**src/rtl/rf_wb_queue_if.sv**
```systemverilog
// rf_wb_queue_if: producer, lookup and register-file write-port signals of the write-back queue
//   in_valid/in_ready/in_reg/in_data : producer handshake offering a pending register write
//   hold, flush                       : write port busy this cycle / discard all pending writes
//   lookup1Sel/lookup2Sel -> hit*, fwdData* : decode-stage forwarding lookups
//   writeRegSel/writeEn/writeData     : register-file write port, count : occupancy
interface rf_wb_queue_if #(parameter int DEPTH = 4);
  localparam int CW = $clog2(DEPTH) + 1;
  logic          in_valid;
  logic          in_ready;
  logic [2:0]    in_reg;
  logic [15:0]   in_data;
  logic          hold;
  logic          flush;
  logic [2:0]    lookup1Sel;
  logic [2:0]    lookup2Sel;
  logic          hit1;
  logic          hit2;
  logic [15:0]   fwdData1;
  logic [15:0]   fwdData2;
  logic [2:0]    writeRegSel;
  logic          writeEn;
  logic [15:0]   writeData;
  logic [CW-1:0] count;
  modport master (
    output in_valid, in_reg, in_data, hold, flush, lookup1Sel, lookup2Sel,
    input  in_ready, hit1, hit2, fwdData1, fwdData2, writeRegSel, writeEn, writeData, count
  );
  modport slave (
    input  in_valid, in_reg, in_data, hold, flush, lookup1Sel, lookup2Sel,
    output in_ready, hit1, hit2, fwdData1, fwdData2, writeRegSel, writeEn, writeData, count
  );
endinterface

```
**src/rtl/rf_wb_queue.sv**
```systemverilog
// rf_wb_queue: in-order queue of pending register writes draining into the register file,
// with youngest-match forwarding for two decode lookups.
//   clk, rst : clock and asynchronous active-high reset
//   q        : rf_wb_queue_if slave (producer handshake, hold/flush, lookups, write port, count)
module rf_wb_queue #(
  parameter int DEPTH = 4
) (
  input logic         clk,
  input logic         rst,
  rf_wb_queue_if.slave q
);
  localparam int PW = $clog2(DEPTH);
  localparam int CW = PW + 1;
  logic [PW-1:0] head_q, head_d, tail_q, tail_d, idx;
  logic [CW-1:0] count_q, count_d;
  logic [2:0]    reg_q [DEPTH];
  logic [15:0]   data_q [DEPTH];
  logic          ready, we, push, any;
  always_comb begin
    // in_ready is gated by rst so it reads 0 while reset is held
    ready = !rst && (count_q < CW'(DEPTH));
    any = count_q != '0;
    we = any && !q.hold && !q.flush;
    push = q.in_valid && ready && !q.flush;
    head_d = q.flush ? '0 : head_q + PW'(we);
    tail_d = q.flush ? '0 : tail_q + PW'(push);
    count_d = q.flush ? '0 : count_q + CW'(push) - CW'(we);
    q.in_ready = ready;
    q.writeEn = we;
    q.writeRegSel = any ? reg_q[head_q] : 3'd0;
    q.writeData = any ? data_q[head_q] : 16'd0;
    q.count = count_q;
    q.hit1 = 1'b0;
    q.hit2 = 1'b0;
    q.fwdData1 = 16'd0;
    q.fwdData2 = 16'd0;
    idx = '0;
    // walk oldest to youngest so the last match seen is the youngest
    for (int k = 0; k < DEPTH; k++) begin
      idx = head_q + PW'(k);
      if (CW'(k) < count_q) begin
        if (reg_q[idx] == q.lookup1Sel) begin
          q.hit1 = 1'b1;
          q.fwdData1 = data_q[idx];
        end
        if (reg_q[idx] == q.lookup2Sel) begin
          q.hit2 = 1'b1;
          q.fwdData2 = data_q[idx];
        end
      end
    end
  end
  always_ff @(posedge clk or posedge rst) begin
    if (rst) begin
      head_q <= '0;
      tail_q <= '0;
      count_q <= '0;
    end else begin
      head_q <= head_d;
      tail_q <= tail_d;
      count_q <= count_d;
    end
  end
  // entry storage is not reset; only occupied entries ever reach an output
  always_ff @(posedge clk) begin
    if (push) begin
      reg_q[tail_q] <= q.in_reg;
      data_q[tail_q] <= q.in_data;
    end
  end
endmodule

```
**src/flat_wrapper.sv**
```systemverilog
// flat-port wrapper written by rule: the top's interface ports become plain ports
module rf_wb_queue_flat 
#(
  parameter int DEPTH = 4
)
  (clk, rst, q_in_valid, q_in_reg, q_in_data, q_hold, q_flush, q_lookup1Sel, q_lookup2Sel, q_in_ready, q_hit1, q_hit2, q_fwdData1, q_fwdData2, q_writeRegSel, q_writeEn, q_writeData, q_count);
  rf_wb_queue_if #(.DEPTH(DEPTH)) q_i ();
  input logic clk;
  input logic rst;
  input wire logic [$bits(q_i.in_valid)-1:0] q_in_valid;
  input wire logic [$bits(q_i.in_reg)-1:0] q_in_reg;
  input wire logic [$bits(q_i.in_data)-1:0] q_in_data;
  input wire logic [$bits(q_i.hold)-1:0] q_hold;
  input wire logic [$bits(q_i.flush)-1:0] q_flush;
  input wire logic [$bits(q_i.lookup1Sel)-1:0] q_lookup1Sel;
  input wire logic [$bits(q_i.lookup2Sel)-1:0] q_lookup2Sel;
  output wire logic [$bits(q_i.in_ready)-1:0] q_in_ready;
  output wire logic [$bits(q_i.hit1)-1:0] q_hit1;
  output wire logic [$bits(q_i.hit2)-1:0] q_hit2;
  output wire logic [$bits(q_i.fwdData1)-1:0] q_fwdData1;
  output wire logic [$bits(q_i.fwdData2)-1:0] q_fwdData2;
  output wire logic [$bits(q_i.writeRegSel)-1:0] q_writeRegSel;
  output wire logic [$bits(q_i.writeEn)-1:0] q_writeEn;
  output wire logic [$bits(q_i.writeData)-1:0] q_writeData;
  output wire logic [$bits(q_i.count)-1:0] q_count;
  assign q_i.in_valid = q_in_valid;
  assign q_i.in_reg = q_in_reg;
  assign q_i.in_data = q_in_data;
  assign q_i.hold = q_hold;
  assign q_i.flush = q_flush;
  assign q_i.lookup1Sel = q_lookup1Sel;
  assign q_i.lookup2Sel = q_lookup2Sel;
  assign q_in_ready = q_i.in_ready;
  assign q_hit1 = q_i.hit1;
  assign q_hit2 = q_i.hit2;
  assign q_fwdData1 = q_i.fwdData1;
  assign q_fwdData2 = q_i.fwdData2;
  assign q_writeRegSel = q_i.writeRegSel;
  assign q_writeEn = q_i.writeEn;
  assign q_writeData = q_i.writeData;
  assign q_count = q_i.count;
  rf_wb_queue #(.DEPTH(DEPTH)) u_core (.clk(clk), .rst(rst), .q(q_i));
endmodule
```
**config.mk**
```make
export PLATFORM = sky130hd
export DESIGN_NAME = rf_wb_queue_flat
export DESIGN_NICKNAME = d
export VERILOG_FILES = /design/src/rtl/rf_wb_queue_if.sv /design/src/rtl/rf_wb_queue.sv /design/src/flat_wrapper.sv
export SDC_FILE = /design/constraint.sdc
export NUM_CORES = 1
export LEC_CHECK = 0
export ABC_AREA = 1
export BUFFER_PORTS_ARGS = -buffer_cell sky130_fd_sc_hd__buf_4
export CAP_MARGIN = 20
export CORE_UTILIZATION = 50
export DETAILED_ROUTE_END_ITERATION = 8
export PLACE_DENSITY = 0.78
export RECOVER_POWER = 50
export REMOVE_ABC_BUFFERS = 1
export SYNTH_ARGS = -nofsm -noshare
export SYNTH_HDL_FRONTEND = slang
export SYNTH_SLANG_ARGS = --single-unit
```
**constraint.sdc**
```tcl
create_clock -name clk -period 5.9 [get_ports clk]
set_input_delay 0.295 -clock clk [delete_from_list [all_inputs] [get_ports clk]]
set_output_delay 0.295 -clock clk [all_outputs]
set_load 0.02 [all_outputs]
```
==> results of run 1 <==
## worst max-delay path: stages (launching register included)
cell,delay (ps)
dfrtp_1,550
inv_2,810
nand2_1,150
nand2_2,590
nand2_1,150
nand3_1,130
nand2_1,90
nor2_4,350
nand2_2,350
nand2_1,180
nand2_1,70
nand2_1,60
nand2_1,60
nand2_1,80
buf_4,140
## what timing repair did
action	4_1_cts	5_1_grt
hold endpoints to repair	7	0
hold buffers	1	0
setup buffers	0	0
## per-stage QoR
| stage | hold slack, ps | power [mW] | setup slack (ps) | utilization | cell area [um^2] |
|---|---|---|---|---|---|
| 2_1_floorplan | 98.4 | 1.62 | 1480 | - | 6570 |
| 3_3_place_gp | 273 | 2.08 | 2060 | 0.563 | 7510 |
| 3_5_place_dp | 275 | 2.09 | 1950 | 0.563 | 7510 |
| 4_1_cts | 144 | 2.66 | 1560 | 0.585 | 7820 |
| 5_1_grt | 184 | 2.83 | 1070 | 0.577 | 7700 |
| 6_report | 187 | 2.65 | 1490 | 0.577 | 7700 |
## metal layers
layer	part of all wire	track usage
met5	0	0
met4	0.027	0.112
met3	0.084	0.0374
met2	0.46	0.442
met1	0.43	0.359
## sequential cells by signal, indices dropped and copies added, names as in the netlist
signal,count
u_core.data_q,64
u_core.q.count,3
u_core.tail_q,2
u_core.head_q,2
u_core.reg_q,12
## layout by cell type, fill, tap and decap left out, drive strengths merged, types with 6 or more instances in the layout
master	synthesis	layout
nor3	6	6
nor2	45	45
clkbuf	16	36
clkinv	1	7
nand2	494	494
nand3	122	122
inv	135	135
ha	6	6
dfrtp	7	7
buf	37	66
edfxtp	76	76
o21ai	79	79
mux2i	14	14
## kinds of logic after synthesis
| family | share of synthesized area |
|---|---|
| adder cells (fa/ha/maj) | 0.0138 |
| XOR/XNOR | 0.0100 |
| buffers and inverters | 0.119 |
| flip-flops | 0.358 |
| AND/OR/NAND/NOR | 0.412 |
| multiplexers | 0.0204 |
| AO/OA/AOI/OAI | 0.0666 |
## area by class of cell
cell class | instances | share of cell area
Multi-Input combinational cell | 785 | 0.469
Sequential cell | 83 | 0.319
Timing Repair Buffer | 94 | 0.0788
Inverter | 136 | 0.0668
Clock buffer | 9 | 0.0292
Tap cell | 176 | 0.0286
Clock inverter | 7 | 0.00893
## how the worst max path moves through the flow
stage / endpoint / slack [ps] / depth (start not counted)
5_1_grt: q_fwdData1[13] / 1070 / 14
3_5_place_dp: q_fwdData1[14] / 1950 / 14
3_3_place_gp: q_fwdData1[14] / 2060 / 14
4_1_cts: q_fwdData1[14] / 1560 / 14
6_report: q_fwdData1[13] / 1490 / 14
2_1_floorplan: q_fwdData1[13] / 1480 / 14
## report_power, final
group	leakage, nW	switching [mW]	internal (mW)
Combinational	3.06	0.954	0.432
Sequential	0.780	0.0321	0.662
Clock	0.144	0.241	0.327
==> results.py, run 1 <==
metrics = {
    "sta": {
        "fmax_mhz": 227,
        "hold_viol_final": 0,
        "timing.final.crit_period_ps": 4410,
        "fin_skew_ps": 8.06,
        "setup_tns_ps": 0,
        "finalCritPeriodShare": 0.747,
        "tightestPinTransition_ps": 1530,
        "finalMaxSlewViolations": 20,
        "grt_setup_unrepaired": "no",
        "maxSlewHeadroom": -0.0221,
        "finalSetupViolCount": 0,
    },
    "pwr": {
        "power_density_nw_per_um2": 344,
        "leakage_nw": 3.98,
        "ir_worst_vdd_mv": 0.137,
    },
    "global_routing": {
        "grt_max_degree": 71,
        "antenna_found_initial": 0,
        "grt_pass1_vias": 6061,
        "grt_usage": 0.270,
        "grt_pass1_wl_mm": 30.0,
        "grt-ovfl-total": 0,
    },
    "drt": {
        "first_iter_violations": 624,
        "routed_via_density": 5.21,
        "wire_per_inst_um": 14.4,
        "drt-total-wl_mm": 18.5,
        "drt_pass1_iterations": 5,
        "final_antenna_net_count": 0,
        "dr_total_vias": 6724,
        "drc_errors": 0,
    },
    "worst_setup_path": {
        "start_kind": "flop",
        "crit_type": "flop to primary output",
        "critPathCaptureType": "primary output",
        "worstPathArrival_ps": 4110,
        "r2r_slack_ps": 2880,
        "r2r-end": "u_core.data_q[3][11]",
        "crit_start": "u_core.head_q[1]",
        "crit_fanout": 70,
        "r2r-start": "u_core.q.count[2]",
        "cp.required_ps": 5610,
        "ff2ff_path_depth": 4,
    },
    "logic_synthesis": {
        "yosysUniqueCellTypes": 37,
        "yosys_warnings": 0,
        "synth_commonest_cells": "nand2_1 (482), inv_1 (124), nand3_1 (122)",
        "yosysMostFrequentCell": "nand2_1",
        "synth_edf_count": 76,
        "synth_area_per_cell_um2": 6.50,
        "synth-seq-area-share": 0.358,
        "synthesis.area_um2": 6870,
        "ys_top_cells_by_area": "edfxtp_1 (33%), nand2_1 (26%), nand3_1 (8.9%), inv_1 (6.8%), o21ai_0 (5.5%)",
        "synthArstFlopShare": 0.0843,
        "synthCells": 1057,
        "synth_top_cell_by_area": "edfxtp_1",
        "synth_top_area_share": 0.332,
        "ys_ff_latch": 83,
        "yosys_most_used_dff": "edfxtp_1",
    },
    "clocking": {
        "cts_tree": "yes",
        "cts_buffer_depth": 2,
        "ctsResizeCount": 0,
        "clock_sink_count": 83,
        "cts.htree.levels": 3,
        "clk_latency_ps": 340,
        "numCtsBuffers": 9,
        "clk_pin_slew_ps": 70,
        "clockRootBuffer": "clkbuf_16",
    },
    "final_layout": {
        "drive_gt1_frac": 0.111,
        "nets": 1146,
        "diodes": 0,
        "multi_input_area_um2": 3610,
        "fill_cells": 1321,
        "seq_area_um2": 2460,
        "final_cells": 1290,
        "syn_to_final_growth_pct": 12.1,
    },
    "placement": {
        "io_buffers": 87,
        "dp.cells": 1273,
        "gp_congestion": 0.924,
        "hpwl_mm": 11.9,
    },
    "floorplan": {
        "core_area_um2": 13300,
        "fp.dieW_um": 119,
        "start_util": 0.515,
        "fp.dieH_um": 119,
        "num_rows": 42,
        "num_io_pins": 88,
        "dieArea_um2": 14200,
    },
    "status": {
        "status": "finished with violations",
        "violations": "max-capacitance violations, max-slew violations",
    },
    "flow_run": {
        "max_cap_viol_count": 1,
    },
    "min_path": {
        "hold_class": "input port to flop",
        "min_from": "q_flush",
        "whs_path_depth": 2,
        "min_to": "u_core.q.count[0]",
    },
}
Note: power is estimated with default switching activity, not from simulation.
==> run 2: changes to the inputs <==
==> constraint.sdc (replaced) <==
create_clock -name clk -period 4.26 [get_ports clk]
set_input_delay 0.213 -clock clk [delete_from_list [all_inputs] [get_ports clk]]
set_output_delay 0.213 -clock clk [all_outputs]
set_load 0.02 [all_outputs]
==> run 2 against run 1 <==
  * Combinational power up 40%
  * Global-route usage increased by 0.098 points
  * Hold slack worse by 99 ps
  * Critical path type unchanged
  * Design area up 0.63%
  * Sequential power rose by 38%
  * Worst setup slack got worse by 1100 ps
  * Largest cell class unchanged
  * Die area is the same
  * Via count rose by 0.13%
  * The run still ends with max-capacitance violations, max-slew violations left
  * Utilization increased by 0.37 points
==> results.py, run 2 (same netlist as run 1, synthesis figures left out) <==
metrics = {
    "status": {
        "status": "finished with violations",
        "violations": "max-capacitance violations, max-slew violations",
    },
    "clocking": {
        "clockRootBuffer": "clkbuf_16",
        "clock_sink_count": 83,
        "clk_pin_slew_ps": 60,
        "numCtsBuffers": 9,
        "cts_tree": "yes",
        "cts.htree.levels": 3,
        "post_cts_buffers": 0,
        "clk_latency_ps": 350,
        "cts_buffer_depth": 2,
    },
    "final_layout": {
        "fill_cells": 1322,
        "diodes": 0,
        "multi_input_area_um2": 3610,
        "largest_reg_flops": 64,
        "seq_area_um2": 2460,
        "syn_to_final_growth_pct": 12.8,
        "drive_gt1_frac": 0.118,
        "final_core_util": 0.581,
        "nets": 1153,
        "final_cells": 1297,
        "regMostFlops": "u_core.data_q",
        "layout_commonest_cell": "nand2_1",
        "final_cell_mix": "nand2_1 (482), inv_1 (124), nand3_1 (122)",
    },
    "sta": {
        "grt_setup_unrepaired": "no",
        "timing.final.crit_period_ps": 3830,
        "setup_tns_ps": 0,
        "hold_viol_final": 0,
        "tightestPinTransition_ps": 1550,
        "finalMaxSlewViolations": 60,
        "maxSlewHeadroom": -0.0351,
        "fin_skew_ps": 9.98,
        "fmax_mhz": 261,
        "finalSetupViolCount": 0,
        "finalCritPeriodShare": 0.899,
    },
    "drt": {
        "final_antenna_net_count": 0,
        "drt-total-wl_mm": 18.5,
        "drc_errors": 0,
        "first_iter_violations": 646,
        "dr_total_vias": 6733,
        "wire_per_inst_um": 14.3,
        "drt_pass1_iterations": 5,
        "routed_via_density": 5.19,
    },
    "worst_setup_path": {
        "r2r_slack_ps": 1310,
        "worstSetupEndpoint": "q_fwdData1[13]",
        "r2r-start": "u_core.q.count[2]",
        "critPathCaptureType": "primary output",
        "crit_start": "u_core.head_q[0]",
        "crit_type": "flop to primary output",
        "start_kind": "flop",
        "ff2ff_path_depth": 4,
        "crit_fanout": 41,
        "r2r-end": "u_core.data_q[1][5]",
        "cp.required_ps": 4050,
        "worstPathArrival_ps": 3620,
    },
    "floorplan": {
        "start_util": 0.515,
        "fp.dieH_um": 119,
        "dieArea_um2": 14200,
        "fp.dieW_um": 119,
        "num_rows": 42,
        "core_area_um2": 13300,
        "num_io_pins": 88,
    },
    "global_routing": {
        "grtUsageMet3": 0.0613,
        "grt_usage": 0.271,
        "top_usage_layer": "met2",
        "use_met2": 0.443,
        "grt-ovfl-total": 0,
        "antenna_found_initial": 0,
        "grt_pass1_vias": 5919,
        "grt_use_met1": 0.344,
        "grt_pass1_wl_mm": 29.8,
        "grt_max_degree": 51,
    },
    "placement": {
        "hpwl_mm": 12.5,
        "dp.cells": 1280,
        "gp_congestion": 0.886,
        "io_buffers": 87,
    },
    "flow_run": {
        "max_cap_viol_count": 2,
    },
    "pwr": {
        "leakage_nw": 4.01,
        "ir_worst_vdd_mv": 0.278,
        "power_density_nw_per_um2": 475,
        "total_power_mw": 3.68,
    },
    "min_path": {
        "hold_class": "input port to flop",
    },
}
-- run 2: cell types whose count changed in the layout (fill, tap and decap cells not counted), sizes merged --
cell and delta:
clkinv -2, clkbuf +1, clkinvlp +2, buf +6
-- run 2: worst min path at each step --
stage | endpoint | slack, ps | start | cells past startpoint
floorplan | u_core.head_q[0] | 20 | rst | 1
CTS | u_core.data_q[3][8] | 50 | q_in_data[8] | 1
global placement | u_core.q.count[1] | 180 | rst | 2
finish | u_core.q.count[0] | 90 | q_flush | 2
global route | u_core.q.count[2] | 90 | q_flush | 2
detailed placement | u_core.q.count[1] | 190 | rst | 2
-- run 2: routing by layer --
| layer | wire length [um] | vias up | share of wire |
|---|---|---|---|
| met5 | 0 | - | 0 |
| met4 | 462 | 0 | 0.025 |
| met3 | 1540 | 34 | 0.083 |
| met2 | 8500 | 285 | 0.46 |
| met1 | 8040 | 2976 | 0.43 |
| li1 | - | 3438 | - |
-- run 2: layout make-up --
cell class / instances / area share
repair buffers: 101 / 0.0846
multi-input cells: 785 / 0.466
well taps: 176 / 0.0284
flip-flops and latches: 83 / 0.317
clock inverters: 7 / 0.00888
inverters: 136 / 0.0663
clock buffers: 9 / 0.0291
-- run 2: where the power goes --
part	internal, mW	leakage, nW	total [mW]	switching [mW]
logic	0.615	3.09	1.95	1.33
clock network	0.451	0.141	0.771	0.319
registers	0.918	0.780	0.960	0.0427
-- run 2: critical path, cell delays in order (launching register included) --
cell and delay (ps):
dfrtp_2 720, buf_4 410, nand2_1 140, nand2_4 390, nand2_1 140, nand3_1 110, nand2_1 90, nor2_4 340
nand2_2 320, nand2_1 170, nand2_1 60, nand2_1 60, nand2_1 50, nand2_1 70, buf_4 140
-- run 2: metrics by stage --
stage / hold WS, ps / instance area (um^2) / setup slack [ps]
finish: 87.7 / 7750 / 432
global route: 91.6 / 7750 / 74.7
CTS: 49.8 / 7870 / 487
detailed placement: 190 / 7560 / 872
global placement: 185 / 7560 / 942
floorplan: 16.4 / 6570 / -74.1
-- run 2: repair_timing --
item / 4_1_cts / 5_1_grt
resized for setup: 0 / 0
hold buffers: 1 / 0
endpoints found under the hold margin: 7 / 0
==> run 3: changes to the inputs <==
--- a/config.mk
+++ b/config.mk
@@ -8,6 +8,7 @@
 export ABC_AREA = 1
 export BUFFER_PORTS_ARGS = -buffer_cell sky130_fd_sc_hd__buf_4
 export CAP_MARGIN = 20
+export CORE_MARGIN = 3
 export CORE_UTILIZATION = 50
 export DETAILED_ROUTE_END_ITERATION = 8
 export PLACE_DENSITY = 0.78
==> run 3 against run 2 <==
  * The flow now finishes without violations
  * Hold slack lost 7.2 ps
  * First-iteration DRC count grew 5.4%
  * Routed wire length grew 3.6%
  * Clock power grew 7.8%
  * Sequential power shrank 0.9%
  * Utilization grew 0.39 points
  * Global-route usage shrank 1.1 points
  * Critical endpoint unchanged
  * Highest routed layer unchanged
==> results.py, run 3 (same netlist as run 1, synthesis figures left out) <==
metrics = {
    "status": {
        "status": "complete, no violations",
    },
    "sta": {
        "finalCritPeriodShare": 0.851,
        "maxSlewHeadroom": 0.0378,
        "hold_viol_final": 0,
        "fmax_mhz": 276,
        "timing.final.crit_period_ps": 3630,
        "tightestPinTransition_ps": 1440,
        "worst_slack_ps": 633,
        "finalMaxSlewViolations": 0,
        "fin_skew_ps": 7.16,
        "holdWs_ps": 80.5,
        "grt_setup_unrepaired": "no",
        "finalSetupViolCount": 0,
    },
    "drt": {
        "wire_per_inst_um": 14.8,
        "drt_pass1_iterations": 6,
        "drc_errors": 0,
        "drt-total-wl_mm": 19.2,
        "routed_via_density": 5.25,
        "final_antenna_net_count": 0,
        "dr_total_vias": 6820,
        "first_iter_violations": 681,
    },
    "floorplan": {
        "fp.dieW_um": 123,
        "start_util": 0.515,
        "num_io_pins": 88,
        "num_rows": 42,
        "dieArea_um2": 15200,
        "fp.dieH_um": 123,
        "core_area_um2": 13300,
    },
    "worst_setup_path": {
        "critPathCaptureType": "primary output",
        "critPathSlowestCell": "dfrtp_2",
        "path_cells": "buf_4 -> nand2_2 -> nand2_2 -> nand2_1 -> nand3_1 -> nand2_1 -> nor2_4 -> nand2_2 -> nand2_1 -> nand2_1 -> nand2_1 -> nand2_1 -> nand2_1 -> buf_4",
        "worstPathArrival_ps": 3410,
        "crit_top_cell": "nand2_1",
        "crit_type": "flop to primary output",
        "crit_buf_inv": 2,
        "cp.required_ps": 4050,
        "crit_family": "simple AND/OR/NAND/NOR gates",
        "crit_fanout": 35,
        "slowest_delay_ps": 570,
        "start_kind": "flop",
    },
    "placement": {
        "pre_cts_slack_ps": 1100,
        "hpwl_mm": 13.0,
        "gp_congestion": 0.962,
        "io_buffers": 87,
    },
    "clocking": {
        "clk_latency_ps": 360,
        "clockRootBuffer": "clkbuf_16",
        "clock_sink_count": 83,
        "clk_pin_slew_ps": 60,
        "cts_buffer_depth": 2,
        "ctsResizeCount": 0,
        "post_cts_buffers": 0,
        "cts.htree.levels": 3,
        "numCtsBuffers": 9,
        "cts_tree": "yes",
    },
    "pwr": {
        "ir_worst_vdd_mv": 0.330,
        "power_density_nw_per_um2": 480,
        "leakage_nw": 4.03,
        "total_power_mw": 3.75,
    },
    "final_layout": {
        "largest_reg_flops": 64,
        "syn_to_final_growth_pct": 13.6,
        "drive_gt1_frac": 0.120,
        "final_core_util": 0.585,
        "nets": 1156,
        "diodes": 0,
        "regMostFlops": "u_core.data_q",
        "final_cell_mix": "nand2_1 (482), inv_1 (124), nand3_1 (122)",
        "layout_commonest_cell": "nand2_1",
    },
    "global_routing": {
        "grt_usage": 0.261,
        "grt_pass1_wl_mm": 30.1,
        "grtUsageMet3": 0.0508,
        "grt_pass1_vias": 5993,
        "use_met2": 0.425,
        "grt_use_met1": 0.337,
        "antenna_found_initial": 0,
        "grt-ovfl-total": 0,
        "top_usage_layer": "met2",
        "grt_max_degree": 42,
    },
    "min_path": {
        "hold_class": "input port to flop",
    },
    "flow_run": {
        "max_cap_viol_count": 0,
    },
}
==> run 3: where the power goes <==
group,switching [mW],total (mW),internal (mW)
clock network,0.321,0.831,0.510
registers,0.0325,0.951,0.918
logic,1.35,1.97,0.617
total,1.70,3.75,2.05
==> run 3: per-stage QoR <==
step	instances	instance area (um^2)	TNS (ps)
floorplan	1004	6570	-148
global placement	1283	7590	0
detailed placement	1283	7590	0
CTS	1300	7910	0
global route	1300	7800	0
finish	1300	7800	0
==> run 3: final timing paths <==
check / startpoint / to / slack, ps / cells after the start
worst min-delay path: q_flush / u_core.tail_q[0] / 80 / 2
min in group asynchronous: rst / u_core.q.count[1] / 370 / 3
worst max-delay path: u_core.head_q[0] / q_fwdData1[13] / 630 / 14
max in group asynchronous: rst / u_core.head_q[0] / 3630 / 3
worst max register to register: u_core.q.count[2] / u_core.data_q[1][12] / 1390 / 4
worst min register to register: u_core.tail_q[1] / u_core.tail_q[1] / 650 / 2
==> run 3: layout make-up <==
cell class,count,area [um^2]
clock buffers,9,225
clock inverters,7,91.3
fillers,1284,5540
inverters,136,514
multi-input cells,785,3610
flip-flops and latches,83,2460
well taps,176,220
repair buffers,104,686
==> run 3: what timing repair did <==
action,4_1_cts,5_1_grt
hold buffers,1,0
hold endpoints to repair,7,0
setup endpoints to repair,0,0
==> run 3: worst reg2reg max path, delay by kind of cell, from the launching register on <==
family	cells	cell delay [ps]
buffers and inverters	2	1280
flip-flops	1	460
AND/OR/NAND/NOR	2	720
==> run 3: routing by layer <==
| metal | vias to the layer above | wire, um |
|---|---|---|
| li1 | 3446 | - |
| met1 | 2989 | 8070 |
| met2 | 321 | 8830 |
| met3 | 64 | 1660 |
| met4 | 0 | 651 |
| met5 | - | 0 |
